File: src/rtl/mul_div_unit.sv
// rtl/mul_div_unit.sv - iterative MIPS mult/multu/div/divu unit holding architectural HI/LO
// Iterates on operand magnitudes one radix-2 step per cycle; signs are applied in FIN.
module mul_div_unit #(
   parameter int WIDTH = 32,
   parameter int CNT_W = 6
) (
   input  logic             clk,
   input  logic             rst,
   input  logic             start,
   input  logic [1:0]       mdOp,
   input  logic [WIDTH-1:0] inA,
   input  logic [WIDTH-1:0] inB,
   input  logic             hiWe,
   input  logic             loWe,
   input  logic [WIDTH-1:0] wrData,
   output logic             busy,
   output logic             done,
   output logic [WIDTH-1:0] hi,
   output logic [WIDTH-1:0] lo
);
   typedef enum logic [1:0] {IDLE, RUN, FIN} state_t;

   state_t             state;
   logic [CNT_W-1:0]   count;
   logic               is_div, neg_q, neg_r, div_zero;
   logic [WIDTH-1:0]   mag_b, acc, qr;

   logic               sign_a, sign_b;
   logic [WIDTH-1:0]   abs_a, abs_b;
   logic [WIDTH:0]     mul_sum, div_sh;
   logic               div_ok;
   logic [WIDTH-1:0]   div_diff;
   logic [2*WIDTH-1:0] prod_fix;
   logic [WIDTH-1:0]   quot_fix, rem_fix;

   // acc/qr act as {upper, lower} product halves for multiply and as {remainder, quotient} for divide
   always_comb begin
      sign_a   = ~mdOp[0] & inA[WIDTH-1];
      sign_b   = ~mdOp[0] & inB[WIDTH-1];
      abs_a    = sign_a ? -inA : inA;
      abs_b    = sign_b ? -inB : inB;
      mul_sum  = {1'b0, acc} + (qr[0] ? {1'b0, mag_b} : '0);
      div_sh   = {acc, qr[WIDTH-1]};
      div_ok   = div_sh >= {1'b0, mag_b};
      div_diff = div_sh[WIDTH-1:0] - mag_b;
      prod_fix = neg_q ? -{acc, qr} : {acc, qr};
      quot_fix = neg_q ? -qr : qr;
      rem_fix  = neg_r ? -acc : acc;
   end

   always_ff @(posedge clk) begin
      if (rst) begin
         state    <= IDLE;
         busy     <= 1'b0;
         done     <= 1'b0;
         hi       <= '0;
         lo       <= '0;
         count    <= '0;
         is_div   <= 1'b0;
         neg_q    <= 1'b0;
         neg_r    <= 1'b0;
         div_zero <= 1'b0;
         mag_b    <= '0;
         acc      <= '0;
         qr       <= '0;
      end else begin
         done <= 1'b0;
         case (state)
            IDLE: begin
               if (start) begin
                  is_div   <= mdOp[1];
                  neg_q    <= sign_a ^ sign_b;
                  neg_r    <= sign_a;
                  div_zero <= mdOp[1] && (inB == '0);
                  mag_b    <= abs_b;
                  acc      <= '0;
                  qr       <= abs_a;
                  count    <= '0;
                  busy     <= 1'b1;
                  state    <= RUN;
               end else begin
                  if (hiWe) hi <= wrData;
                  if (loWe) lo <= wrData;
               end
            end
            RUN: begin
               if (is_div) begin
                  acc <= div_ok ? div_diff : div_sh[WIDTH-1:0];
                  qr  <= {qr[WIDTH-2:0], div_ok};
               end else begin
                  acc <= mul_sum[WIDTH:1];
                  qr  <= {mul_sum[0], qr[WIDTH-1:1]};
               end
               count <= count + 1'b1;
               if (count == CNT_W'(WIDTH - 1)) state <= FIN;
            end
            FIN: begin
               // a zero divisor leaves |inA| in acc, so the remainder path restores inA
               if (is_div) begin
                  hi <= rem_fix;
                  lo <= div_zero ? '1 : quot_fix;
               end else begin
                  {hi, lo} <= prod_fix;
               end
               busy  <= 1'b0;
               done  <= 1'b1;
               state <= IDLE;
            end
            default: state <= IDLE;
         endcase
      end
   end
endmodule

File: config.mk
export PLATFORM = sky130hd
export DESIGN_NAME = mul_div_unit
export DESIGN_NICKNAME = d
export VERILOG_FILES = /design/src/rtl/mul_div_unit.sv
export SDC_FILE = /design/constraint.sdc
export NUM_CORES = 1
export LEC_CHECK = 0
export ABC_AREA = 0
export CAP_MARGIN = 25
export CORE_MARGIN = 8
export CORE_UTILIZATION = 40
export DETAILED_ROUTE_END_ITERATION = 7
export PLACE_DENSITY = 0.58
export SLEW_MARGIN = 20
export SYNTH_ARGS = -nofsm -noshare
export SYNTH_HDL_FRONTEND = slang
export SYNTH_SLANG_ARGS = --single-unit
File: constraint.sdc
create_clock -name clk -period 5.4 [get_ports clk]
set_input_delay 0.81 -clock clk [delete_from_list [all_inputs] [get_ports clk]]
set_output_delay 0.81 -clock clk [all_outputs]
set_load 0.01 [all_outputs]
Word-level counts from Yosys, hierarchy flattened

Index checks and enable logic that the tools add are counted.

$mul: 0
Shifts and indexed selects: 0
$add $sub $neg: 8
Bitwise gates (word level): 4
Equal/unequal tests: 8
Muxes and demuxes: 30
Order comparisons: 1
Div/mod/pow operators: 0
Reductions and logical operators: 11

Operators with widths:

| kind                | count |
|---|---|
| $mux 32             | 17 |
| $pmux 32 s2         | 4 |
| $neg 32->32         | 4 |
| $mux 64             | 1 |
| $neg 64->64         | 1 |
| $add 32x32->33      | 1 |
| $ge 33x32->1        | 1 |
| $logic_not 32->1    | 1 |
| $sub 32x32->32      | 1 |
| $pmux 6 s2          | 1 |
| $ne 2x2->1 const B  | 5 |
| $reduce_and 2->1    | 4 |
| $add 6x1->6 const B | 1 |
| $eq 6x5->1 const B  | 1 |
| $mux 6              | 1 |
| $reduce_and 3->1    | 2 |
| $mux 2              | 2 |
| $pmux 2 s2          | 1 |
| $reduce_bool 2->1   | 2 |
| $and 1x1->1         | 2 |
| $eq 2x1->1 const B  | 1 |
| $eq 2x2->1 const B  | 1 |
| $logic_not 2->1     | 1 |
| $mux 1              | 2 |
| 4 further kinds     | 4 |

Latch bits: 0
RAM bits: 0
Word-level logic and storage cells: 75
Input port bits: 103
Bits in read-only memories: 0
Memories: 0
Output and inout bits: 66
Register bits after elaboration: 174

Longest topological paths before layout

Depth after elaboration: 5
Gate-level depth with buffers: 15
Gate-level depth less buffers: 13

Least setup slack after synthesis

No wires, ideal clock.

Kind: register to register
Start: register qr[0]
End: register acc[30]
Required time: 5.274 ns
Clock period less this slack: 3.192 ns
Cell stages (with the launch flop): 15
Library setup time: 0.126 ns
Arrival: 3.066 ns
Buffers on the path: 2
Slack: 2.208 ns
Cells stage by stage: dfxtp_1 clkbuf_1 inv_1 clkbuf_1 nor2_1 ha_1 nand2_1 or3_1 a2111oi_0 o21ai_0 a211oi_1 nand3_1 mux2i_1 a211oi_1 a211oi_1

Word-level cells in the longest chain between the ends: 4

RTL lines:

| element                | line | RTL |
|---|---|---|
| from (decl)            | 26   | `logic [WIDTH-1:0] mag_b, acc, qr;` |
| from (signal assigned) | 77   | `qr <= abs_a;` |
| from (signal assigned) | 89   | `qr <= {qr[WIDTH-2:0], div_ok};` |
| from (signal assigned) | 92   | `qr <= {mul_sum[0], qr[WIDTH-1:1]};` |
| $mux 32                | 42   | `mul_sum = {1'b0, acc} + (qr[0] ? {1'b0, mag_b} : '0);` |
| $add 32x32->33         | 42   |  |
| $mux 32                | 87   | `if (is_div) begin` |
| $pmux 32 s2            | 68   | `case (state)` |
| to (signal assigned)   | 88   | `acc <= div_ok ? div_diff : div_sh[WIDTH-1:0];` |
| to (signal assigned)   | 91   | `acc <= mul_sum[WIDTH:1];` |
| to (decl)              | 26   |  |

No other way between the ends.
A chain may end at the register's enable or synchronous reset.

Final worst setup path

Ends and elaborated chain as after synthesis.

==> impl_metrics.yaml <==
clock_tree:
  root_buffer: "clkbuf_16"
  cts.clk_slew.worst_paths_ns: 0.07
  cts_hold_buf: 0
  tritoncts: "yes"
  cts_buffers: 17
  post_cts_resized: 0
  cts_max_path_buffers: 2
  cts.sinks: 174
  clk_latency_ns: 0.46
  post_cts.repair.setup_buffers: 0
  htreeDepth: 4
synthesis:
  synth.distinct_cells: 80
  syn_inst: 1844
  yosys_warnings: 0
  synth_edf_count: 0
  synth-seq-area-share_pct: 25.1
  ys_ff_latch: 174
  synth_top_area_share_pct: 25.1
  synthTopCellsByArea: "dfxtp_1 25%, xnor2_1 6.8%, ha_1 6.2%, a211oi_1 6.1%, a21oi_1 6.0%"
  synth_ff_type: "dfxtp_1"
  yosys-top-cells-count: "203 x nor2_1, 174 x dfxtp_1, 167 x a21oi_1, 151 x nand2_1, 113 x a211oi_1"
  yosysTopAreaCell: "dfxtp_1"
  synth_most_common_cell: "nor2_1"
  syn_nets: 2018
  ys_async_sr_fraction_pct: 0
  netlist_area_mm2: 0.0139
  syn_area_per_cell_um2: 7.53
critical_path:
  critPathMostFrequentCell: "a211oi_1"
  cpMaxStageDelayCell: "dfxtp_1"
  cp-end-kind: "flip-flop"
  arrival_ns: 4.30
  crit_chain: "inv_1 > buf_4 > nor2_1 > ha_1 > nand4_1 > a2111oi_0 > buf_4 > o21ai_0 > a211oi_1 > nand3_1 > mux2i_1 > a211oi_1 > a211oi_1"
  cpPeakStageDelay_ns: 0.48
  crit_type: "flip-flop to flip-flop"
  crit_fanout: 21
  start_kind: "flip-flop"
  cp.required_ns: 5.74
grt:
  grt_pass1_wl_mm: 79.0
  grt_usage_pct: 23.9
  grt_max_degree: 81
  grt_pass1_vias: 13500
  grt-ovfl-total: 0
  antenna_found_initial: 1
sta:
  clock-skew-final_ns: 0.0127
  tightest_slew_ns: 0.928
  fin_crit_ns: 3.96
  rsz0062_at_grt: "no"
  setup_slack_ns: 1.44
  finalSetupViolations: 0
  drv_slew: 0
  period_share_pct: 73.2
  fmax_mhz: 253
  fin_tns_setup_ns: 0
  slew_headroom_pct: 38.2
  hold_viol_final: 0
drt:
  viasPerCell: 5.97
  final_antenna_net_count: 0
  first_iter_violations: 1166
  dr.pass1.iters: 5
  wirelength_mm: 50.5
  vias: 14300
  wire_per_inst_um: 21.1
  post-route-drc-count: 0
floorplanning:
  fp.dieArea_mm2: 0.0409
  num_io_pins: 169
  fp-row-count: 68
  core_area_mm2: 0.0344
  start_util_pct: 40.4
  die_h_um: 202
  dieWidth_um: 202
power:
  ir_drop_v: 0.000236
  power.leakage_nw: 6.04
  total_power_mw: 3.90
  power_density_mw_per_mm2: 238
min_path:
  hold_path_class: "flip-flop to flip-flop"
layout:
  drive_gt1_share_pct: 4.66
  fin_nets: 2094
  area_growth_pct: 17.8
place:
  place_worst_setup_slack_ns: 1.48
  gp_congestion: 0.930
  numPortBuffers: 168
  hpwlAfterDp_mm: 38.3
status:
  status: "complete, no violations"
run:
  cap_violations: 0
==> logic make-up after synthesis <==
group                      share of synthesized area (%)
DFF                                                 25.1
and+or+nand+nor                                     19.4
adders and majority gates                           6.51
muxes                                               3.22
buffers and inverters                               5.71
AOI/OAI and AO/OA                                   30.3
xor gates and xnor gates                            9.78
==> area by class of cell <==
class                      count  area, um2
fill                        3515      18000
clock inverter                13        126
tap                          455        569
sequential                   174       3480
antenna                        1       2.50
clock buffer                  19        433
multi-input combinational   1467       9640
timing repair buffer         189       1840
inverter                      71        267
==> cell usage in the layout (no fill, tap or decap), types with 20 or more instances in the layout <==
master,synthesis,final
nand3_1,27,27
clkdlybuf4s50_1,0,167
inv_1,70,70
nor2_1,203,202
xnor2_1,107,107
nand2_1,151,151
or3_1,26,26
mux2i_1,39,39
dfxtp_1,174,173
a31oi_1,20,20
a21o_1,31,31
a211oi_1,113,113
nor3_1,46,45
buf_4,0,20
xor2_1,48,48
o21ai_0,102,102
a21oi_1,167,167
ha_1,69,69
o221ai_1,36,36
==> critical path: cells and delay by family (launching register included) <==
kind                       cells  cell delay (ns)
muxes                          1             0.14
buffers and inverters          3             0.94
DFF                            1             0.48
AOI/OAI and AO/OA              5             1.33
and+or+nand+nor                3             0.47
adders and majority gates      1             0.44
==> metal layers <==
layer  vias to the layer above  track usage (%)  part of all wire, %
met5                         -                0                    0
met4                         0             7.85                  2.3
met3                        64             3.44                  6.0
met2                       475             36.3                   44
met1                      6816             34.2                   48
li1                       6909                -                    -
==> worst paths after layout <==
check | startpoint | to | slack (ns) | cells past startpoint
hold reg to reg | hi[5]$_SDFFE_PP0P_ | hi[5]$_SDFFE_PP0P_ | 0.45 | 2
hold / removal | hi[5]$_SDFFE_PP0P_ | hi[5]$_SDFFE_PP0P_ | 0.45 | 2
setup reg to reg | qr[0]$_SDFFE_PP0P_ | acc[30]$_SDFFE_PP0P_ | 1.44 | 13
setup / recovery | qr[0]$_SDFFE_PP0P_ | acc[30]$_SDFFE_PP0P_ | 1.44 | 13
==> power by group <==
group / switching (mW) / internal (mW)
clock: 0.608 / 0.647
combinational: 0.687 / 0.479
sequential: 0.110 / 1.36
==> metrics by stage <==
| stage | utilization (%) | std cells | hold WS (ns) | cell area [um2] |
|---|---|---|---|---|
| 2_1_floorplan | - | 1844 | 0.432 | 13900 |
| 4_1_cts | 47.6 | 2387 | 0.457 | 16300 |
| 5_1_grt | 47.6 | 2389 | 0.473 | 16400 |
| 3_5_place_dp | 45.9 | 2355 | 0.447 | 15800 |
| 6_report | 47.6 | 2389 | 0.454 | 16400 |
| 3_3_place_gp | 45.9 | 2354 | 0.441 | 15800 |
==> registers in the layout, summed over array words and instances (netlist names) <==
| signal | cells |
|---|---|
| acc | 32 |
| hi | 32 |
| lo | 32 |
| mag_b | 32 |
| qr | 32 |
| count | 6 |
| state | 2 |
| busy | 1 |
| div_zero | 1 |
| done | 1 |
| is_div | 1 |
| neg_q | 1 |
| neg_r | 1 |
Note: power is estimated with default switching activity, not from simulation.
